==> config.mk <==
export PLATFORM = sky130hd
export DESIGN_NAME = register_writeback
export DESIGN_NICKNAME = d
export VERILOG_FILES = /design/src/rtl/rv32i_pkg.sv /design/src/rtl/register_file_array.sv /design/src/rtl/register_writeback.sv
export SDC_FILE = /design/constraint.sdc
export NUM_CORES = 2
export LEC_CHECK = 0
export CAP_MARGIN = 20
export CORE_MARGIN = 2
export CORE_UTILIZATION = 68
export DETAILED_ROUTE_END_ITERATION = 10
export GPL_TIMING_DRIVEN = 1
export PLACE_DENSITY = 0.93
export SYNTH_ARGS = -nofsm -noshare
export SYNTH_HDL_FRONTEND = slang
export SYNTH_HIERARCHICAL = 1
export SYNTH_SLANG_ARGS = --single-unit
==> constraint.sdc <==
create_clock -name clock -period 5.2 [get_ports clock]
set_input_delay 1.56 -clock clock [delete_from_list [all_inputs] [get_ports clock]]
set_output_delay 1.56 -clock clock [all_outputs]
set_load 0.01 [all_outputs]
==> src/rtl/rv32i_pkg.sv <==
// rv32i_pkg: architectural constants shared by decode, the ALU units and writeback
package rv32i_pkg;
  localparam int XLEN = 32;
  localparam int REG_COUNT = 32;
  localparam int REG_INDEX_WIDTH = 5;
  localparam logic [REG_INDEX_WIDTH-1:0] ZERO_REG = '0;
endpackage

==> src/rtl/register_file_array.sv <==
// register_file_array: plain storage, one synchronous write port, two asynchronous read ports
module register_file_array
  import rv32i_pkg::*;
#(
  parameter int XLEN = rv32i_pkg::XLEN,
  parameter int REG_COUNT = rv32i_pkg::REG_COUNT
) (
  input  logic                       clock,
  input  logic                       reset,
  input  logic                       write_enable,
  input  logic [REG_INDEX_WIDTH-1:0] write_index,
  input  logic [XLEN-1:0]            write_value,
  input  logic [REG_INDEX_WIDTH-1:0] read_index_a,
  input  logic [REG_INDEX_WIDTH-1:0] read_index_b,
  output logic [XLEN-1:0]            read_value_a,
  output logic [XLEN-1:0]            read_value_b
);
  logic [XLEN-1:0] regs [REG_COUNT];
  // clear every entry on reset, otherwise write the addressed entry
  always_ff @(posedge clock) begin
    if (reset)
      for (int i = 0; i < REG_COUNT; i++) regs[i] <= '0;
    else if (write_enable)
      regs[write_index] <= write_value;
  end
  assign read_value_a = regs[read_index_a];
  assign read_value_b = regs[read_index_b];
endmodule

==> src/rtl/register_writeback.sv <==
// register_writeback: commits the ALU bus one cycle after issue, forwards the in-flight result, counts commits
module register_writeback
  import rv32i_pkg::*;
#(
  parameter int XLEN = rv32i_pkg::XLEN,
  parameter int REG_COUNT = rv32i_pkg::REG_COUNT
) (
  input  logic                       clock,
  input  logic                       reset,
  input  logic                       writeback_enable,
  input  logic [REG_INDEX_WIDTH-1:0] rd_index,
  input  logic [XLEN-1:0]            rd_value,
  input  logic [REG_INDEX_WIDTH-1:0] rs1_index,
  input  logic [REG_INDEX_WIDTH-1:0] rs2_index,
  output logic [XLEN-1:0]            rs1_value,
  output logic [XLEN-1:0]            rs2_value,
  output logic                       writeback_pending,
  output logic [31:0]                writeback_count
);
  logic                       pending_valid;
  logic [REG_INDEX_WIDTH-1:0] pending_index;
  logic [XLEN-1:0]            array_a;
  logic [XLEN-1:0]            array_b;
  logic                       write_enable;
  // x0 is gated here; the bus is only sampled while a commit is in flight
  assign write_enable = pending_valid && pending_index != ZERO_REG;
  register_file_array #(.XLEN(XLEN), .REG_COUNT(REG_COUNT)) u_array (
    .clock       (clock),
    .reset       (reset),
    .write_enable(write_enable),
    .write_index (pending_index),
    .write_value (rd_value),
    .read_index_a(rs1_index),
    .read_index_b(rs2_index),
    .read_value_a(array_a),
    .read_value_b(array_b)
  );
  // track the destination of the issuing instruction and count commits; reset drops any in-flight commit
  always_ff @(posedge clock) begin
    if (reset) begin
      pending_valid   <= 1'b0;
      pending_index   <= '0;
      writeback_count <= '0;
    end else begin
      pending_valid   <= writeback_enable;
      pending_index   <= rd_index;
      writeback_count <= writeback_count + {31'd0, pending_valid};
    end
  end
  assign writeback_pending = pending_valid;
  // read ports: x0 first, then the in-flight bus value, then the array
  always_comb begin
    rs1_value = rs1_index == ZERO_REG ? '0 :
                (pending_valid && pending_index == rs1_index) ? rd_value : array_a;
    rs2_value = rs2_index == ZERO_REG ? '0 :
                (pending_valid && pending_index == rs2_index) ? rd_value : array_b;
  end
endmodule

==> results of run 1 <==
-- per-layer routing --
| metal | overflow | track usage [%] |
|---|---|---|
| met2 | 7 | 84.85 |
| met4 | 18 | 71.55 |
| met5 | 0 | 43.17 |
| met1 | 2 | 72.49 |
| met3 | 3 | 64.07 |
-- through the flow --
stage               std cells  setup WS [ps]  TNS, ps  instance area (um2)  hold slack (ps)
CTS                      6615         -202.4   -206.2                70810            497.9
detailed placement       6357          -1037   -45590                64880            486.9
global placement         6357         -987.3   -43630                64880            466.9
floorplan                5078          781.4        0                59470            495.9
-- logic make-up after synthesis --
family,Yosys count,share of synthesized area (%)
simple gates,1727,16.84
mux,1025,17.25
xor+xnor,20,0.2945
fa+ha+maj,2,0.04207
flops,1062,52.98
compound gates,743,8.079
buf+inv,499,4.504
-- timing repair --
item | in CTS
buffers inserted | 52
gates resized for setup | 531
setup endpoints to repair | 64
pin swaps | 90
gates cloned | 18
hold buffers | 0
==> flow_summary.json, run 1 <==
{
  "yosysWarnings": 6,
  "synth_edf_count": 1024,
  "netlist_instances": 5078,
  "die_w_um": 299.7,
  "status": "aborted with a tool error",
  "grt_overflow_total": 30,
  "worst-ep-kind": "primary output",
  "portBuffers": 146,
  "grt_max_degree": 72,
  "initial_core_util_pct": 68.55,
  "netlist_top_cells_area": "edfxtp_1 (52%), mux2i_1 (17%), and2_1 (11%)",
  "yosysMostFrequentCell": "and2_1",
  "synth-seq-cells": 1062,
  "clock-sinks": 1062,
  "synth.cells.most_frequent": "and2_1 (1031), edfxtp_1 (1024), mux2i_1 (1024), a21oi_1 (275), nand3_1 (267)",
  "ios": 147,
  "h-tree-depth": 3,
  "die_h_um": 299.7,
  "rows": 108,
  "synth_top_area_cell": "edfxtp_1",
  "avgSynthCellArea_um2": 11.71,
  "error_line": "[ERROR GRT-0232] Routing congestion too high. Check the congestion heatmap in the GUI.",
  "numCtsBuffers": 109,
  "gp_congestion": 1.002,
  "clock_path_buffers": 3,
  "async_reset_ff_share_pct": 0,
  "grt_worst_setup_endpoint": "rs1_value[16]",
  "synth_seq_area_share_pct": 52.98,
  "synth.cell_area_mm2": 0.05947,
  "grt_usage_pct": 73.20,
  "ys.flop_type": "edfxtp_1",
  "hpwl_mm": 125.3,
  "cts_root_buf": "clkbuf_16",
  "synth_top_area_share_pct": 51.71,
  "failed_stage": "global routing",
  "syn_nets": 5130,
  "yosys.cell_types.count": 48
}
==> inputs of run 2 (changes only) <==
CORE_UTILIZATION = 40   (was 68)
PLACE_DENSITY = default   (was 0.93)
PLACE_DENSITY_LB_ADDON = 0.15   (was default)
==> run 2 against run 1 <==
  * The flow now finishes, with violations (negative setup slack)
  * Synthesized cell count unchanged
  * Area after synthesis unchanged
==> flow_summary.json, run 2 <==
{
  "cp.required_ps": 3640,
  "synth_seq_area_share_pct": 52.98,
  "netlist_top_cells_area": "edfxtp_1 (52%), mux2i_1 (17%), and2_1 (11%)",
  "totalWireLength_mm": 232.0,
  "yosysMostFrequentCell": "and2_1",
  "via_count": 44860,
  "die_area_mm2": 0.1518,
  "synth_top_area_cell": "edfxtp_1",
  "die_w_um": 389.6,
  "hold_class": "reg2reg",
  "nets": 5556,
  "rows": 141,
  "top_regs": "u_array/regs: 1024 flops, writeback_count: 32 flops, pending_index: 5 flops",
  "drcViolationCount": 0,
  "ios": 147,
  "setup-tns-final_ps": -1.026,
  "path_class": "in2out",
  "vias_per_cell": 5.944,
  "violations": "negative setup slack",
  "hpwl_mm": 144.2,
  "drtAntennaViolNets": 0,
  "grt_usage_pct": 29.95,
  "hold_viol_final": 0,
  "yosys.cell_types.count": 48,
  "hold_ws_ps": 487.0,
  "final_cell_mix": "and2_1 (1027), edfxtp_1 (1024), mux2i_1 (1022)",
  "power_mw": 21.30,
  "grt_first_pass_wirelength_mm": 326.2,
  "post-route-period-util_pct": 100.0,
  "cp-start-kind": "input pin",
  "synth.cells.most_frequent": "and2_1 (1031), edfxtp_1 (1024), mux2i_1 (1024), a21oi_1 (275), nand3_1 (267)",
  "grt_max_degree": 39,
  "post-route-util_pct": 49.57,
  "worst_slew_pin_slew_ps": 1171,
  "finalSetupViolCount": 1,
  "avgSynthCellArea_um2": 11.71,
  "drt-initial-drc-count": 5063,
  "die_h_um": 389.6,
  "p_per_area_mw_per_mm2": 291.0,
  "final_area_mm2": 0.07320,
  "finalMaxSlewViolations": 0,
  "synth_edf_count": 1024,
  "ir_drop_mv": 0.2876,
  "largest_reg_flops": 1024,
  "portBuffers": 146,
  "max_freq_ghz": 0.1923,
  "dpl_cell_area_mm2": 0.06655,
  "mostFrequentLayoutCell": "and2_1",
  "core_area_mm2": 0.1477,
  "fin_cells": 7548,
  "clock_path_buffers": 3,
  "initial_core_util_pct": 40.27,
  "arrival_ps": 3640,
  "placed_cells": 7225,
  "h-tree-depth": 3,
  "synth_top_area_share_pct": 51.71,
  "relSlewSlack_pct": 21.95,
  "r2r_setup_slack_ps": 1800,
  "power.leakage_nw": 29.87,
  "grt_overflow_total": 0,
  "fin_worst_skew_ps": 25.93,
  "netlist_instances": 5078,
  "ys.flop_type": "edfxtp_1",
  "timing.final.ws_setup_ps": -1.026,
  "place_worst_setup_slack_ps": -1386,
  "wl_per_cell_um": 30.74,
  "nFillCells": 13020,
  "first_pass_iters": 6,
  "layout_min_cycle_time_ps": 5201,
  "gp_congestion": 0.8915,
  "antenna_found_initial": 22,
  "max_cap_viol_count": 0,
  "critical_path.max_fanout": 20,
  "grt_pass1_vias": 44740,
  "async_reset_ff_share_pct": 0,
  "numCtsBuffers": 120,
  "yosysWarnings": 6,
  "grt_setup_unrepaired": "yes",
  "clk_pin_slew_ps": 60,
  "cts_tree": "yes",
  "critPathCaptureType": "primary output",
  "syn_nets": 5130,
  "clock-sinks": 1062,
  "insertion_delay_ps": 770,
  "largest_register": "u_array/regs",
  "synth.cell_area_mm2": 0.05947,
  "status": "complete, but fails checks",
  "cts_root_buf": "clkbuf_16",
  "area_growth_syn_to_layout_pct": 23.08,
  "synth-seq-cells": 1062,
  "drive_gt1_share_pct": 21.60
}
[run 2: cell counts after synthesis]
Identical to the previous run, type by type.
[run 2: routing by layer]
layer / vias to the layer above / share of wire, % / global-route usage, %
li1: 19530 / - / -
met1: 22630 / 41 / 39.39
met2: 2200 / 46 / 48.13
met3: 504 / 7.8 / 5.220
met4: 2 / 5.0 / 13.90
met5: - / 0.0060 / 0
[run 2: worst paths after layout]
path | startpoint | endpoint | cells past startpoint
worst max-delay path | rs1_index[1] | rs1_value[8] | 11
worst min-delay path | writeback_count[31] | writeback_count[31] | 2
worst max register to register | writeback_pending | u_array/regs[24][24] | 7
worst min register to register | writeback_count[31] | writeback_count[31] | 2
[run 2: repair_timing]
item                                    in CTS  in global routing
hold endpoints to repair                     0                  0
setup buffers                               61                 25
hold buffers                                 0                  0
pin swaps                                  115                 51
gates resized for setup                    588                 79
endpoints found under the setup margin      64                 54
gates cloned                                12                  4
[run 2: final cells by class]
class / instances / area [um2] / share of cell area, %
inverters: 2 / 7.507 / 0.01026
diodes: 11 / 27.53 / 0.03761
repair buffers: 801 / 8366 / 11.43
multi-input cells: 3517 / 26970 / 36.85
clock buffers: 157 / 3306 / 4.516
clock inverters: 68 / 591.8 / 0.8085
flip-flops and latches: 1062 / 31510 / 43.05
well taps: 1930 / 2415 / 3.299
[run 2: critical path: stages]
cell and delay [ps]:
buf_16 170, buf_16 240, buf_12 200, buf_4 160, mux2i_1 100, a21oi_1 260
nand3_2 210, nand3_1 130, o21ai_0 100, a21oi_2 190, clkdlybuf4s15_2 250
[run 2: kinds of logic after synthesis]
family	after synthesis	share of synthesized area [%]
AO/OA/AOI/OAI	743	8.079
XOR/XNOR	20	0.2945
adder cells (fa/ha/maj)	2	0.04207
buffers and inverters	499	4.504
flip-flops	1062	52.98
multiplexers	1025	17.25
AND/OR/NAND/NOR	1727	16.84
[run 2: report_power, final]
part,switching [mW],leakage (nW),internal (mW)
logic,1.85,16.7,1.22
clock network,3.64,1.91,4.89
registers,0.125,11.3,9.58
total,5.61,29.9,15.7
Note: power is estimated with default switching activity, not from simulation.
